==> src/rtl/vec_seq_pkg.sv <==
// vec_seq_pkg: shared state encoding and sizing constants for the vector sequencer
package vec_seq_pkg;
  typedef enum logic [1:0] {IDLE, DRIVE, DONE} state_t;
  localparam int NVEC = 16;
  localparam int VW = 4;
endpackage

==> src/rtl/bin2gray4.sv <==
// bin2gray4: 4-bit binary to Gray code conversion
module bin2gray4 (
  input  logic [3:0] bin,
  output logic [3:0] gray
);
  assign gray = bin ^ {1'b0, bin[3:1]};
endmodule

==> src/rtl/vec_seq_check.sv <==
// vec_seq_check: drives all 16 four-bit vectors and counts exp/act mismatches
module vec_seq_check
  import vec_seq_pkg::*;
#(
  parameter int DW = 4,
  parameter int CW = 5
) (
  input  logic          clk,
  input  logic          rst,
  input  logic          start,
  input  logic          mode,
  input  logic [DW-1:0] dwell,
  input  logic [VW-1:0] exp,
  input  logic [VW-1:0] act,
  output logic          x,
  output logic          y,
  output logic          z,
  output logic          m,
  output logic          busy,
  output logic          done,
  output logic [CW-1:0] err_cnt,
  output logic [VW-1:0] first_err_vec,
  output logic          first_err_valid
);
  state_t        state;
  logic [VW-1:0] idx;
  logic [VW-1:0] gray;
  logic [VW-1:0] vec;
  logic [DW-1:0] cnt;
  logic [DW-1:0] dwell_q;
  logic          mode_q;
  logic          last;
  bin2gray4 u_gray (.bin(idx), .gray(gray));
  assign vec = (state == DRIVE) ? (mode_q ? gray : idx) : '0;
  assign {x, y, z, m} = vec;
  assign busy = state == DRIVE;
  assign done = state == DONE;
  assign last = cnt == dwell_q;
  always_ff @(posedge clk) begin
    if (rst) begin
      state           <= IDLE;
      idx             <= '0;
      cnt             <= '0;
      mode_q          <= 1'b0;
      dwell_q         <= '0;
      err_cnt         <= '0;
      first_err_vec   <= '0;
      first_err_valid <= 1'b0;
    end else begin
      case (state)
        IDLE: if (start) begin
          state           <= DRIVE;
          idx             <= '0;
          cnt             <= '0;
          mode_q          <= mode;
          dwell_q         <= dwell;
          err_cnt         <= '0;
          first_err_vec   <= '0;
          first_err_valid <= 1'b0;
        end
        DRIVE: if (last) begin
          cnt <= '0;
          idx <= idx + VW'(1);
          if (idx == VW'(NVEC - 1)) state <= DONE;
          if (exp != act) begin
            err_cnt <= err_cnt + CW'(1);
            if (!first_err_valid) begin
              first_err_vec   <= vec;
              first_err_valid <= 1'b1;
            end
          end
        end else cnt <= cnt + DW'(1);
        DONE: state <= IDLE;
        default: state <= IDLE;
      endcase
    end
  end
endmodule

==> config.mk <==
export PLATFORM = sky130hd
export DESIGN_NAME = vec_seq_check
export DESIGN_NICKNAME = d
export VERILOG_FILES = /design/src/rtl/vec_seq_pkg.sv /design/src/rtl/bin2gray4.sv /design/src/rtl/vec_seq_check.sv
export SDC_FILE = /design/constraint.sdc
export NUM_CORES = 1
export LEC_CHECK = 0
export BUFFER_PORTS_ARGS = -buffer_cell sky130_fd_sc_hd__buf_2
export CAP_MARGIN = 40
export CELL_PAD_IN_SITES_DETAIL_PLACEMENT = 1
export CELL_PAD_IN_SITES_GLOBAL_PLACEMENT = 1
export CORE_ASPECT_RATIO = 1.75
export CORE_MARGIN = 2
export CORE_UTILIZATION = 30
export CTS_CLUSTER_DIAMETER = 120
export DETAILED_ROUTE_END_ITERATION = 8
export PLACE_DENSITY_LB_ADDON = 0.3
export SYNTH_ARGS = -nofsm -noshare
export SYNTH_HDL_FRONTEND = slang
export SYNTH_SLANG_ARGS = --single-unit
==> constraint.sdc <==
create_clock -name clk -period 1.62 [get_ports clk]
set_input_delay 0.324 -clock clk [delete_from_list [all_inputs] [get_ports clk]]
set_output_delay 0.324 -clock clk [all_outputs]
set_load 0.02 [all_outputs]
==> qor.yml, run 1 <==
htree_levels: 1
drc: 0
final_nets: 222
cp_slowest_cell: "dfxtp_4"
fmax_mhz: 608
stdcell_count: 249
tritoncts: "done"
max_slew_margin: 0.767
cpPeakStageDelay_ns: 0.38
worst_hold_slack_ns: 0.270
final_cell_mix: "buf_2, buf_4, dfxtp_1, a21oi_1, o21ai_0"
grt_pass1_wl_mm: 6.25
violations: "setup timing"
use_met3: 0.0234
cts.reportedPaths.clkPinSlew_ns: 0.10
syn_area_sq_um: 1250
wire_per_inst_microns: 16.3
multi_input_area_sq_um: 810
gr-usage-met1: 0.172
drive_gt1_frac: 0.410
cts_buffers: 3
die_h_microns: 89.3
drv_slew: 0
fillers: 507
async_flop_share: 0
finalCritPeriodShare: 1.02
ir_drop_v: 0.000500
start_util: 0.306
synth.distinct_cells: 32
dp_hpwl_mm: 3.01
clkSinkCount: 25
fin_crit_ns: 1.64
r2r-start: "idx[3]$_SDFFE_PP0P_"
drtIter0Drc: 15
insertedDiodeCount: 0
vias: 1318
ys.flop_type: "dfxtp_1"
core-area_sq_um: 4070
final_common_cell: "buf_2"
cp_max_fo: 3
p_leak_nw: 0.707
final_antenna_net_count: 0
rows: 31
holdPathStages: 3
grt_pass1_vias: 1411
setup_viol: 2
synth_edf_count: 0
r2r_slack_ns: 0.05
insertion_delay_ns: 0.28
grt_start_max_net_pins: 22
holdCritStartpoint: "mode"
critPathRequiredTime_ns: 1.30
globalRouteMet2Util: 0.352
antenna_found_initial: 0
grt.overflow.total: 0
cts_buffer_depth: 2
yosysSeqAreaShare: 0.401
syn_to_final_growth_pct: 41.5
dpl.cell_count: 233
ios: 32
crit_chain: "ha_4 > mux2i_1 > nor2_1 > buf_4"
avgViaCountPerCell: 5.29
start_kind: "register"
drt-total-wl_mm: 4.06
avgSynthCellArea_sq_um: 8.21
ys_ff_latch: 25
arrival_ns: 1.32
die_w_microns: 52.7
critPathKind: "register to output pin"
grt_use_total: 0.183
finalHoldViolations: 0
ff2ff_path_depth: 9
die_area_sq_um: 4710
status: "finished, violations left"
worstSetupEndpointType: "output pin"
tightest_slew_ns: 0.348
gp_congestion: 0.846
cts-root-buf: "clkbuf_8"
seq_area_sq_um: 520
top_usage_layer: "met2"
layout_setup_ws_ns: -0.0247
power_density_nw_per_um2: 752
worstSetupStartpoint: "idx[1]$_SDFFE_PP0P_"
rsz0062_at_grt: "true"
ctsHoldBuffers: 0
hold_class: "primary input to register"
syn-num-nets: 173
synth_cells: 152
drv_cap: 0
place_ws_ns: -0.0707
ys_warn_count: 0
firstDrtPassIters: 5
skew_ns: 0.00251
io_buffers: 31
==> sequential cells by signal, indices dropped and copies added (netlist names) <==
| name | flops |
|---|---|
| err_cnt | 5 |
| cnt | 4 |
| dwell_q | 4 |
| first_err_vec | 4 |
| idx | 4 |
| state | 2 |
| first_err_valid | 1 |
| mode_q | 1 |
==> cell families (layout without fill, tap and decap cells) <==
logic type / after synthesis / count (layout) / synth area share
AND/OR/NAND/NOR: 58 / 58 / 0.226
AO/OA/AOI/OAI: 44 / 44 / 0.205
flip-flops: 25 / 25 / 0.401
XOR/XNOR: 8 / 8 / 0.0562
buffers and inverters: 8 / 56 / 0.0301
adder cells (fa/ha/maj): 5 / 5 / 0.0502
multiplexers: 4 / 4 / 0.0321
==> timing repair <==
item / in CTS / in global routing
cloned: 0 / 0
buffers inserted: 9 / 3
pin swaps: 3 / 8
resized for setup: 14 / 19
setup endpoints to repair: 13 / 19
==> cell usage after synthesis (3+ instances only) <==
library cell / n / area [sq um]
mux2i_1: 4 / 40.0
nor2_1: 15 / 56.3
or3_1: 4 / 25.0
nand4_1: 3 / 18.8
nand2b_1: 3 / 18.8
o21ai_0: 14 / 70.1
nand3_1: 10 / 50.1
nand2_1: 13 / 48.8
clkbuf_1: 5 / 18.8
xnor2_1: 8 / 70.1
nor3_1: 3 / 15.0
a21oi_1: 18 / 90.1
ha_1: 5 / 62.6
dfxtp_1: 25 / 500
==> worst paths after layout <==
check / endpoint
setup / recovery: z
hold / removal: mode_q$_SDFFE_PP0P_
setup reg to reg: first_err_vec[2]$_SDFFE_PP0P_
hold reg to reg: first_err_vec[0]$_SDFFE_PP0P_
==> critical path: cells and delay by family, from the launching register on <==
kind                     cells  cell delay, ns
multiplexers                 1            0.06
flip-flops                   1            0.38
AND/OR/NAND/NOR              1            0.16
adder cells (fa/ha/maj)      1            0.26
buffers and inverters        1            0.17
==> metal layers <==
metal  part of all wire  vias to the layer above  routed length, microns
met2               0.54                       46                    2190
met1               0.38                      617                    1540
met4              0.050                        0                     204
met3              0.028                       14                     114
li1                   -                      641                       -
met5                  0                        -                       0
==> cell type report <==
class / instances / share of cell area
clock inverter: 1 / 0.00425
tap: 49 / 0.0347
sequential: 25 / 0.295
timing repair buffer: 50 / 0.180
multi-input combinational: 119 / 0.459
inverter: 2 / 0.00425
clock buffer: 3 / 0.0234
==> power breakdown <==
group	switching (W)	internal, W	total [W]
Sequential	0.0000228	0.000629	0.000652
Combinational	0.000153	0.000120	0.000273
Clock	0.000228	0.000175	0.000403
Total	0.000403	0.000925	0.00133
==> stage by stage <==
step           setup TNS (ns)  cell area (sq um)   util  power [W]
6_report              -0.0310               1770  0.433    0.00133
5_1_grt                -0.192               1770  0.433    0.00139
4_1_cts               -0.0765               1650  0.405    0.00129
3_5_place_dp           -0.235               1490  0.365   0.000888
3_3_place_gp                0               1490  0.365   0.000875
2_1_floorplan               0               1250      -   0.000812
No activity file was read; power rests on OpenSTA's default activity.
==> inputs of run 2 (changes only) <==
Settings changed: PLACE_DENSITY_LB_ADDON 0.3 to 0.08.
==> run 2 against run 1 <==
Effect of this change:
- the flow now finishes without violations
- core utilization up 0.83 points
- clock power down 5%
- cell count up 1.2%
- highest routed layer unchanged
- routed wire length down 3.8%
- largest power group unchanged
- combinational power down 5%
==> qor.yml, run 2 (synthesis gave the netlist of run 1 again) <==
cts.reportedPaths.clkPinSlew_ns: 0.10  # about the same
drive_gt1_frac: 0.443  # was 0.410
fin_area_sq_um: 1800  # was 1770 sq um
worst_hold_slack_ns: 0.277  # was 0.270 ns
grt_pass1_wl_mm: 6.51  # was 6.25 mm
syn_to_final_growth_pct: 44.2  # was 41.5%
antenna_found_initial: 0  # unchanged
crit_chain: "ha_4 > mux2i_2 > nor2_2 > buf_6"  # was ha_4 > mux2i_1 > nor2_1 > buf_4
final_common_cell: "buf_2"  # unchanged
cp_max_fo: 3  # unchanged
insertion_delay_ns: 0.27  # was 0.28 ns
grt_use_total: 0.187  # was 0.183
cts_buffer_depth: 2  # unchanged
cts-root-buf: "clkbuf_8"  # unchanged
finalHoldViolations: 0  # unchanged
drt-total-wl_mm: 3.90  # was 4.06 mm
utilization: 0.442  # was 0.433
htree_levels: 1  # unchanged
seqPwrFrac: 0.505  # was 0.491
die_h_microns: 89.3  # unchanged
placed_area_sq_um: 1520  # was 1490 sq um
grt_start_max_net_pins: 22  # unchanged
ff2ff_path_depth: 5  # was 9
grt.overflow.total: 0  # unchanged
firstDrtPassIters: 4  # was 5
die_area_sq_um: 4710  # unchanged
gp_congestion: 0.849  # was 0.846
holdCritStartpoint: "dwell[0]"  # was mode
worstReg2RegEnd: "idx[3]$_SDFFE_PP0P_"  # was first_err_vec[2]$_SDFFE_PP0P_
setup_viol: 0  # was 2
final_antenna_net_count: 0  # unchanged
hold_class: "primary input to register"  # unchanged
start_util: 0.306  # unchanged
cts_buffers: 3  # unchanged
ios: 32  # unchanged
drv_cap: 0  # unchanged
tightest_slew_ns: 0.333  # was 0.348 ns
rsz0062_at_grt: "true"  # unchanged
p_leak_nw: 0.724  # was 0.707 nW
swShare: 0.294  # was 0.304
p_int_w: 0.000916  # was 0.000925 W
cp_slowest_cell: "dfxtp_4"  # unchanged
largest_reg_flops: 5  # unchanged
final_cell_mix: "buf_2, buf_4, a21oi_1, dfxtp_1, o21ai_0"  # was buf_2, buf_4, dfxtp_1, a21oi_1, o21ai_0
drv_slew: 0  # unchanged
max_slew_margin: 0.777  # was 0.767
avgViaCountPerCell: 5.18  # was 5.29
skew_ns: 0.0126  # was 0.00251 ns
clkSinkCount: 25  # unchanged
largest-register: "err_cnt"  # unchanged
clock_power_share: 0.296  # was 0.304
status: "complete, no violations"  # was finished, violations left
cpPeakStageDelay_ns: 0.38  # about the same
p_sw_w: 0.000382  # was 0.000403 W
core-area_sq_um: 4070  # unchanged
drtIter0Drc: 12  # was 15
grt_pass1_vias: 1441  # was 1411
critPathKind: "register to output pin"  # unchanged
insertedDiodeCount: 0  # unchanged
holdPathStages: 3  # unchanged
worstSetupEndpointType: "output pin"  # unchanged
wire_per_inst_microns: 15.5  # was 16.3 microns
fmax_mhz: 631  # was 608 MHz
dp_hpwl_mm: 3.00  # was 3.01 mm
arrival_ns: 1.26  # was 1.32 ns
io_buffers: 31  # unchanged
holdPathEnd: "dwell_q[0]$_SDFFE_PP0P_"  # was mode_q$_SDFFE_PP0P_
start_kind: "register"  # unchanged
fin_crit_ns: 1.58  # was 1.64 ns
ir_drop_v: 0.000474  # was 0.000500 V
r2r_slack_ns: 0.06  # was 0.05 ns
final_nets: 225  # was 222
drc: 0  # unchanged
vias: 1306  # was 1318
die_w_microns: 52.7  # unchanged
finalCritPeriodShare: 0.978  # was 1.02
tritoncts: "done"  # unchanged
critPathRequiredTime_ns: 1.30  # about the same
rows: 31  # unchanged
r2r-start: "cnt[0]$_SDFFE_PP0P_"  # was idx[3]$_SDFFE_PP0P_
share_comb_of_total_power: 0.200  # was 0.205
power_density_nw_per_um2: 722  # was 752 nW/um^2
==> run 2: changes by cell type in the layout (fill, tap and decap cells not counted), moves of 2 or more <==
| cell | previous run | this run |
|---|---|---|
| buf_4 | 21 | 23 |
| nor2_1 | 13 | 10 |
| nor2_2 | 2 | 5 |
| mux2i_1 | 4 | 1 |
| buf_6 | 0 | 3 |
| mux2i_2 | 0 | 3 |
==> run 2: metrics by stage <==
step / setup TNS (ns) / instances / total power (W) / setup slack [ns]
6_report: 0 / 252 / 0.00130 / 0.0359
5_1_grt: -0.0451 / 252 / 0.00137 / -0.0311
4_1_cts: -0.0455 / 251 / 0.00130 / -0.0257
3_5_place_dp: -0.397 / 238 / 0.000894 / -0.128
3_3_place_gp: 0 / 238 / 0.000887 / 0.00979
2_1_floorplan: 0 / 152 / 0.000812 / 0.116
==> run 2: critical path: cells and delay by family, from the launching register on <==
family | cells | cell delay (ns)
and+or+nand+nor | 1 | 0.14
adders and majority gates | 1 | 0.27
DFF | 1 | 0.38
muxes | 1 | 0.06
buffers and inverters | 1 | 0.14
==> run 2: final cells by class <==
class                      instances  area [sq um]
clock inverter                     1          5.00
tap                               49          61.3
fill                             504          2270
clock buffer                       3          41.3
multi-input combinational        119           822
sequential                        25           520
inverter                           2          7.51
timing repair buffer              53           342
==> run 2: routing by layer <==
layer	part of all wire	wire length (microns)	vias to the layer above	track usage
li1	-	-	648	-
met1	0.39	1520	618	0.193
met2	0.55	2140	34	0.369
met3	0.039	152	6	0.0201
met4	0.022	85	0	0.0676
met5	0	0	-	0
==> run 2: power groups by stage <==
stage               clock network, W  registers [W]  logic, W
floorplan                          0       0.000671  0.000141
global placement                   0       0.000668  0.000219
detailed placement                 0       0.000670  0.000224
CTS                         0.000398       0.000655  0.000245
global route                0.000419       0.000658  0.000288
finish                      0.000384       0.000655  0.000259
==> run 2: how the worst max path moves through the flow <==
| stage | start | end | slack (ns) | cells after the start |
|---|---|---|---|---|
| after global routing | idx[1]$_SDFFE_PP0P_ | m | -0.03 | 4 |
| after detailed placement | cnt[0]$_SDFFE_PP0P_ | err_cnt[3]$_SDFFE_PP0P_ | -0.13 | 5 |
| after floorplan | cnt[0]$_SDFFE_PP0P_ | err_cnt[3]$_SDFFE_PP0P_ | 0.12 | 6 |
| after global placement | cnt[3]$_SDFFE_PP0P_ | err_cnt[3]$_SDFFE_PP0P_ | 0.01 | 5 |
| final | idx[1]$_SDFFE_PP0P_ | m | 0.04 | 4 |
| after CTS | idx[1]$_SDFFE_PP0P_ | m | -0.03 | 4 |
==> run 2: repair_timing <==
action | in CTS | in global routing
endpoints found under the setup margin | 17 | 17
resized for setup | 19 | 22
hold buffers | 0 | 0
pin swaps | 4 | 6
setup buffers | 9 | 1
cloned | 0 | 0
hold endpoints to repair | 0 | 0
